$ cat config.mk
export PLATFORM = sky130hd
export DESIGN_NAME = count_event_monitor
export DESIGN_NICKNAME = d
export VERILOG_FILES = /design/src/rtl/count_event_pkg.sv /design/src/rtl/event_fifo.sv /design/src/rtl/count_event_monitor.sv
export SDC_FILE = /design/constraint.sdc
export NUM_CORES = 1
export LEC_CHECK = 0
export BUFFER_PORTS_ARGS = -buffer_cell sky130_fd_sc_hd__clkbuf_2
export CAP_MARGIN = 20
export CORE_UTILIZATION = 35
export CTS_BUF_LIST = sky130_fd_sc_hd__clkbuf_16
export DETAILED_ROUTE_END_ITERATION = 10
export SLEW_MARGIN = 0
export SYNTH_ARGS = -nofsm -noshare
export SYNTH_HDL_FRONTEND = slang
export SYNTH_SLANG_ARGS = --single-unit
$ cat constraint.sdc
create_clock -name clk -period 2.95 [get_ports clk]
set_input_delay 0.59 -clock clk [delete_from_list [all_inputs] [get_ports clk]]
set_output_delay 0.59 -clock clk [all_outputs]
set_load 0.02 [all_outputs]
$ cat src/rtl/count_event_pkg.sv
// rtl/count_event_pkg.sv - shared event encodings and widths for the count event monitor
package count_event_pkg;

    localparam int STAMP_W = 8;
    localparam int EVT_W   = 2 + STAMP_W;

    typedef enum logic [1:0] {
        EVT_NONE  = 2'b00,
        EVT_MATCH = 2'b01,
        EVT_WRAP  = 2'b10,
        EVT_BOTH  = 2'b11
    } evt_type_e;

    typedef struct packed {
        logic [1:0]         etype;
        logic [STAMP_W-1:0] stamp;
    } evt_s;

endpackage

$ cat src/rtl/event_fifo.sv
// rtl/event_fifo.sv - power-of-two event queue; a push into a full queue lands only alongside a pop
module event_fifo #(
    parameter int WIDTH = 10,
    parameter int DEPTH = 4
) (
    input  logic             clk,
    input  logic             reset,
    input  logic             push,
    input  logic [WIDTH-1:0] push_data,
    input  logic             pop,
    output logic [WIDTH-1:0] pop_data,
    output logic             full,
    output logic             empty
);

    localparam int AW    = $clog2(DEPTH);
    localparam int OCC_W = AW + 1;

    logic [WIDTH-1:0] mem [DEPTH];
    logic [AW-1:0]    wr_ptr;
    logic [AW-1:0]    rd_ptr;
    logic [OCC_W-1:0] occ;
    logic             wr_en;
    logic             rd_en;

    assign full  = (occ == OCC_W'(DEPTH));
    assign empty = (occ == '0);
    assign rd_en = pop && !empty;
    assign wr_en = push && (!full || rd_en);
    assign pop_data = mem[rd_ptr];

    always_ff @(posedge clk or posedge reset) begin
        if (reset) begin
            wr_ptr <= '0;
            rd_ptr <= '0;
            occ    <= '0;
        end else begin
            if (wr_en) wr_ptr <= wr_ptr + 1'b1;
            if (rd_en) rd_ptr <= rd_ptr + 1'b1;
            case ({wr_en, rd_en})
                2'b10:   occ <= occ + 1'b1;
                2'b01:   occ <= occ - 1'b1;
                default: occ <= occ;
            endcase
        end
    end

    // When full, wr_ptr equals rd_ptr: the write replaces the head that is leaving.
    always_ff @(posedge clk) begin
        if (wr_en) mem[wr_ptr] <= push_data;
    end

endmodule

$ cat src/rtl/count_event_monitor.sv
// rtl/count_event_monitor.sv - detects wrap and match events on a down counter and queues them with a wrap stamp
module count_event_monitor
    import count_event_pkg::*;
#(
    parameter int N     = 4,
    parameter int DEPTH = 4
) (
    input  logic               clk,
    input  logic               reset,
    input  logic [N-1:0]       count_in,
    input  logic               cmp_en,
    input  logic [N-1:0]       cmp_value,
    output logic               evt_valid,
    input  logic               evt_ready,
    output logic [1:0]         evt_type,
    output logic [STAMP_W-1:0] evt_stamp,
    output logic [STAMP_W-1:0] wrap_count,
    output logic               overflow
);

    logic [N-1:0]       prev_q;
    logic               prev_valid;
    logic               wrap;
    logic               match;
    logic               event_hit;
    logic               pop;
    logic               fifo_full;
    logic               fifo_empty;
    logic [STAMP_W-1:0] wrap_next;
    evt_s               push_ev;
    evt_s               head_ev;

    always_comb begin
        wrap      = prev_valid && (prev_q == '0) && (count_in == {N{1'b1}});
        match     = prev_valid && cmp_en && (count_in == cmp_value) && (count_in != prev_q);
        event_hit = wrap || match;
        wrap_next = wrap_count + 1'b1;
        push_ev.etype = {wrap, match};
        push_ev.stamp = wrap ? wrap_next : wrap_count;
    end

    assign evt_valid = !fifo_empty;
    assign pop       = evt_valid && evt_ready;
    assign evt_type  = evt_valid ? head_ev.etype : EVT_NONE;
    assign evt_stamp = evt_valid ? head_ev.stamp : '0;

    always_ff @(posedge clk or posedge reset) begin
        if (reset) begin
            prev_q     <= '0;
            prev_valid <= 1'b0;
            wrap_count <= '0;
            overflow   <= 1'b0;
        end else begin
            prev_q     <= count_in;
            prev_valid <= 1'b1;
            if (wrap) wrap_count <= wrap_next;
            if (event_hit && fifo_full && !pop) overflow <= 1'b1;
        end
    end

    event_fifo #(
        .WIDTH (EVT_W),
        .DEPTH (DEPTH)
    ) u_fifo (
        .clk       (clk),
        .reset     (reset),
        .push      (event_hit),
        .push_data (push_ev),
        .pop       (pop),
        .pop_data  (head_ev),
        .full      (fifo_full),
        .empty     (fifo_empty)
    );

endmodule

==> metrics.txt, run 1 <==
Area growth, synth to finish 26.5%; Design Area, Final 3350 um^2; Critical Path Source Type input port; synthesized net count 193; DR vias/cell 4.64; final worst path period need 2520 ps; Worst Path Required 3160 ps; final setup fails 0; Yosys warning total 0; cts bufs inserted 9; P_int about 2200 uW; Sw Share 27.2%; Total Power 3040 uW; final WL 4.76 mm; # DRC 0; Clk network pwr share a little over two fifths; crit path launch count_in[0]; top_reg_cell synth edfxtp_1; leak pwr 0.00139 uW; max-cap viol count 0; Worst Hold Slack 406 ps; Clock transition at path regs around 50 ps; max-slew violation count 0; fmax 0.397 GHz; gr ovfl total 0; final setup TNS 0 ps; Reg2Reg Depth 10; Total Nets Final 240; full die area 7920 um^2; fin crit share 85.3%; H-tree levels 3; largest net degree at the start of global routing 22; vias in the first global route 1,588; Worst-Margin Slew 829 ps; WL per Instance 14.7 um; syn avg cell area 15.2 um^2; global-route usage over all layers 14.3%; I/O pin cnt 32; CP Max Fanout 5; Synth cell types 36; number of fill cells approximately 670; Detailed Place HPWL roughly 3.3 mm; DP Cell Count 309; GP Congestion 0.714; worst flop-to-flop path startpoint prev_valid; Core Region 7290 um^2; dpl cell area 2980 um^2; share of cells above drive strength 1 between 30% and 40%; drt pass-1 iters 4; CTS resizes 0; die width 89.0 um; Starting Density 36.3%; Cells after Synth 174; Final ANT Viol Nets 0; register area share after synthesis 65.2%; Comb power frac between 20% and 30%; Worst Hold Class input port to async pin; setup bufs post-CTS 0; PwrDens about 910 nW/um^2; Clk Tree Root Cell clkbuf_16; Synth Cell Area around 2600 um^2; vias post-DR 1,509; CP Capture Type register; DR iter-0 viols 84; Crit path arrival time 2730 ps; maximum VDD drop 0.427 mV; Rel. slew slack 44.7%; Clock Skew 4.50 ps; row cnt 31; ys async rst share approximately 34%; final std cells w/o fill 325; Clock Path Buffers 2; unrepaired setup endpoints after global routing no; CTS Hold Bufs 0; Inserted Diodes 0; hold violation total from the final report 0; first-pass GRT wire length slightly below 8 mm; critical path type input port to register; number of flops mapped to enable cells by yosys 40; synthesized flop and latch total between 60 and 70; status finished clean; register share of total power 34.5%; CTS tree yes; NetSw 828 uW; initial antenna violation count 0; clk sink count 61; # port buffers 31; die height 89.0 um; worst-skew pair later-pin latency 320 ps
[Yosys cell counts, drive strengths merged (2+ instances only)]
cell type / number / share of area [%]
ha: 6 / 2.8
nor2: 9 / 1.3
xor2: 9 / 3.0
mux4: 10 / 8.5
nand4: 3 / 0.71
dfrtp: 21 / 20
inv: 10 / 1.4
or3: 2 / 0.47
xnor2: 8 / 2.6
nand2: 12 / 1.7
nor2b: 3 / 0.71
nand3: 2 / 0.38
buf: 2 / 0.38
a221oi: 2 / 0.66
nand2b: 2 / 0.47
edfxtp: 40 / 45
and2: 12 / 2.8
clkbuf: 2 / 0.28
o311ai: 3 / 0.99
and4: 2 / 0.66
[layer usage]
layer / vias up / share of wire, % / global-route usage (%)
met5: - / 0 / 0
met4: 0 / 1.4 / 6.06
met3: 7 / 4.2 / 5.36
met2: 31 / 50 / 23.7
met1: 732 / 44 / 16.8
li1: 739 / - / -
[stage by stage]
step	worst slack [ps]	util [%]
2_1_floorplan	280	-
3_3_place_gp	152	40.8
3_5_place_dp	105	40.8
4_1_cts	441	45.9
5_1_grt	318	45.9
6_report	433	45.9
[logic make-up after synthesis]
| group | count (synthesis) | synth area share (%) |
|---|---|---|
| adder cells (fa/ha/maj) | 7 | 3.59 |
| multiplexers | 11 | 8.88 |
| AO/OA/AOI/OAI | 10 | 3.40 |
| flip-flops | 61 | 65.2 |
| other | 1 | 0.142 |
| XOR/XNOR | 17 | 5.62 |
| AND/OR/NAND/NOR | 53 | 11.1 |
| buffers and inverters | 14 | 2.08 |
[critical path: stages]
cell      delay [ps]
clkbuf_2         120
nor2b_1          130
a2111o_1         430
o41a_1           440
or2_1            220
ha_1             200
inv_1             70
fa_1             170
xor2_1           160
nor2_1            70
xor2_1           130
[registers in the layout, summed over array words and instances, names as in the netlist]
name and count:
prev_valid 1, u_fifo.wr_ptr 2, u_fifo.rd_ptr 2, prev_q 4, u_fifo.occ 3, u_fifo.mem 40
wrap_count 8, overflow 1
[path summary, 6_finish.rpt]
check                                 to  slack, ps
max                        u_fifo.occ[2]        430
min                            prev_q[0]        410
max reg2reg                u_fifo.occ[2]        600
min reg2reg                     overflow        490
max in group asynchronous  wrap_count[0]       2030
min in group clk               prev_q[2]        430
[cell type report]
class                   count  area, um^2  share of cell area [%]
multi-input cells          99         866                    25.9
repair buffers             40         223                    6.65
clock inverters             7         146                    4.37
clock buffers               9         225                    6.73
well taps                  99         124                    3.70
flip-flops and latches     61        1730                    51.6
inverters                  10        37.5                    1.12
[power by group through the flow]
stage	logic [uW]	clock network (uW)	registers (uW)
2_1_floorplan	557	0	1040
3_3_place_gp	714	0	1070
3_5_place_dp	726	0	1070
4_1_cts	729	1300	1050
5_1_grt	801	1340	1060
6_report	708	1290	1050
[cell usage in the layout (no fill, tap or decap), drive strengths merged, types with 2 or more instances in the layout]
master | synthesis | final
ha | 6 | 6
nor2b | 3 | 3
and2 | 12 | 12
dfrtp | 21 | 21
bufinv | 0 | 4
buf | 2 | 9
nand4 | 3 | 3
clkbuf | 2 | 40
inv | 10 | 11
mux4 | 10 | 10
nor2 | 9 | 9
xnor2 | 8 | 8
nand2 | 12 | 12
edfxtp | 40 | 40
and4 | 2 | 2
nand3 | 2 | 2
clkinv | 0 | 2
a221oi | 2 | 2
xor2 | 9 | 9
o311ai | 3 | 3
nand2b | 2 | 2
or3 | 2 | 2
Power figures use the tool's default switching activity.
==> run 2, diff against run 1 <==
--- a/config.mk
+++ b/config.mk
@@ -7,6 +7,7 @@
 export LEC_CHECK = 0
 export BUFFER_PORTS_ARGS = -buffer_cell sky130_fd_sc_hd__clkbuf_2
 export CAP_MARGIN = 20
+export CORE_ASPECT_RATIO = 2
 export CORE_UTILIZATION = 35
 export CTS_BUF_LIST = sky130_fd_sc_hd__clkbuf_16
 export DETAILED_ROUTE_END_ITERATION = 10
==> metrics.txt, run 2 (synthesis results as in run 1) <==
Final ANT Viol Nets 0 (unchanged); setup ws final 447 ps (was 433 ps); vias post-DR 1,545 (was 1,509); number of fill cells 684 (was 669); commonest non-fill, non-tap cells in the layout 40 x edfxtp_1, 31 x clkbuf_2, 21 x dfrtp_1 (unchanged); Worst Path Required 3160 ps (about the same); max-slew violation count 0 (unchanged); WL per Instance 15.5 um (was 14.7 um); worst-path cell chain clkbuf_2 > nor2b_1 > a2111o_1 > o41a_1 > or2_1 > ha_1 > inv_1 > fa_1 > xor2_1 > nor2_1 > xor2_1 (unchanged); Crit path arrival time 2710 ps (was 2730 ps); first-pass GRT wire length 8.31 mm (was 7.90 mm); I/O pin cnt 32 (unchanged); commonest non-fill, non-tap cell in the layout edfxtp_1 (unchanged); Post-Route M1 WL 1.81 mm (was 2.10 mm); Total Power 2640 uW (was 3040 uW); vias in the first global route 1,684 (was 1,588); row cnt 44 (was 31); Clk Tree Root Cell clkbuf_16 (unchanged); cts bufs inserted 9 (unchanged); met3 wire len 218 um (was 199 um); GP Congestion 0.770 (was 0.714); largest net degree at the start of global routing 22 (unchanged); Area growth, synth to finish 22.3% (was 26.5%); DR vias/cell 4.83 (was 4.64); unrepaired setup endpoints after global routing no (unchanged); Critical-path top delay cell o41a_1 (unchanged); CP Capture Type register (unchanged); Worst-Margin Slew 870 ps (was 829 ps); Rel. slew slack 41.9% (was 44.7%); hold violation total from the final report 0 (unchanged); H-tree levels 3 (unchanged); share of cells above drive strength 1 28.5% (was 30.1%); Biggest register u_fifo.mem (unchanged); Core Region 7270 um^2 (was 7290 um^2); Design Area, Final 3240 um^2 (was 3350 um^2); CTS Hold Bufs 0 (unchanged); fmax 0.400 GHz (was 0.397 GHz); # port buffers 31 (unchanged); gr ovfl total 0 (unchanged); final WL 4.95 mm (was 4.76 mm); worst slack at placement 111 ps (was 105 ps); maximum VDD drop 0.332 mV (was 0.427 mV); DR iter-0 viols 30 (was 84); global-route usage over all layers 14.9% (was 14.3%); metal2 WL 2.75 mm (was 2.39 mm); crit path buf inv count 2 (unchanged); critical path type input port to register (unchanged); most used cell, CP xor2_1 (unchanged); max reg flops 40 (unchanged); Critical Path Source Type input port (unchanged); Clock Path Buffers 2 (unchanged); die width 63.5 um (was 89.0 um); status finished clean (unchanged); worst-skew pair later-pin latency 330 ps (was 320 ps); full die area 7940 um^2 (was 7920 um^2); CTS tree yes (unchanged); CP top delay family compound AO/OA/AOI/OAI gates (unchanged); setup bufs post-CTS 0 (unchanged); CTS resizes 0 (unchanged); Largest regs u_fifo.mem x40, wrap_count x8, prev_q x4 (unchanged); clk sink count 61 (unchanged); final worst path period need 2500 ps (was 2520 ps); drt pass-1 iters 4 (unchanged); dpl cell area 2980 um^2 (about the same); Starting Density 36.4% (was 36.3%); CP Max Fanout 5 (unchanged); fin crit share 84.8% (was 85.3%); Worst Hold Slack 431 ps (was 406 ps); Worst Hold Class input port to async pin (unchanged); leak pwr 0.00136 uW (was 0.00139 uW); Total Nets Final 242 (was 240); Inserted Diodes 0 (unchanged); final setup TNS 0 ps (unchanged); Detailed Place HPWL 3.58 mm (was 3.28 mm); Clock transition at path regs 50 ps (about the same); PwrDens 817 nW/um^2 (was 909 nW/um^2); Max Used Layer met4 (unchanged); # DRC 0 (unchanged); Max stage delay on crit path 430 ps (was 440 ps); max-cap viol count 0 (unchanged); Clock Skew 5.94 ps (was 4.50 ps); final setup fails 0 (unchanged); die height 125 um (was 89.0 um); initial antenna violation count 0 (unchanged)
==> run 2: cell types whose count changed in the layout (fill, tap and decap cells not counted), sizes merged <==
cell    previous run  this run
buf                9        11
bufinv             4         0
clkinv             2         4
inv               11        13
==> run 2: path summary, 6_finish.rpt <==
kind / start / end / cells past startpoint / slack, ps
worst min-delay path: reset / wrap_count[5] / 2 / 430
max in group asynchronous: reset / u_fifo.wr_ptr[0] / 2 / 1980
worst max register to register: prev_valid / u_fifo.occ[2] / 10 / 610
worst min register to register: overflow / overflow / 1 / 480
worst max-delay path: count_in[0] / u_fifo.occ[2] / 11 / 450
min in group clk: count_in[2] / prev_q[2] / 1 / 430
==> run 2: layer usage <==
| layer | GRT usage [%] | up-vias |
|---|---|---|
| met5 | 0 | - |
| met4 | 12.0 | 0 |
| met3 | 3.56 | 11 |
| met2 | 25.9 | 38 |
| met1 | 14.5 | 760 |
| li1 | - | 736 |
==> run 2: metrics by stage <==
stage / utilization [%] / cells
after floorplan: - / 174
after global routing: 44.5 / 320
after global placement: 41.0 / 304
after detailed placement: 41.0 / 304
final: 44.5 / 320
after CTS: 44.5 / 320
==> run 2: area by class of cell <==
type                            instances  area, um^2  share of cell area [%]
Clock buffer                            9         225                    6.96
Clock inverter                          7        28.8                   0.889
Inverter                               10        37.5                    1.16
Multi-Input combinational cell         99         866                    26.7
Sequential cell                        61        1730                    53.3
Tap cell                               92         115                    3.56
Timing Repair Buffer                   42         238                    7.34
==> run 2: where the power goes <==
part           internal, uW  total, uW  leakage (uW)  switching [uW]
clock network           547        884      0.000138             337
registers               970       1050      0.000651            80.8
logic                   334        709      0.000570             375
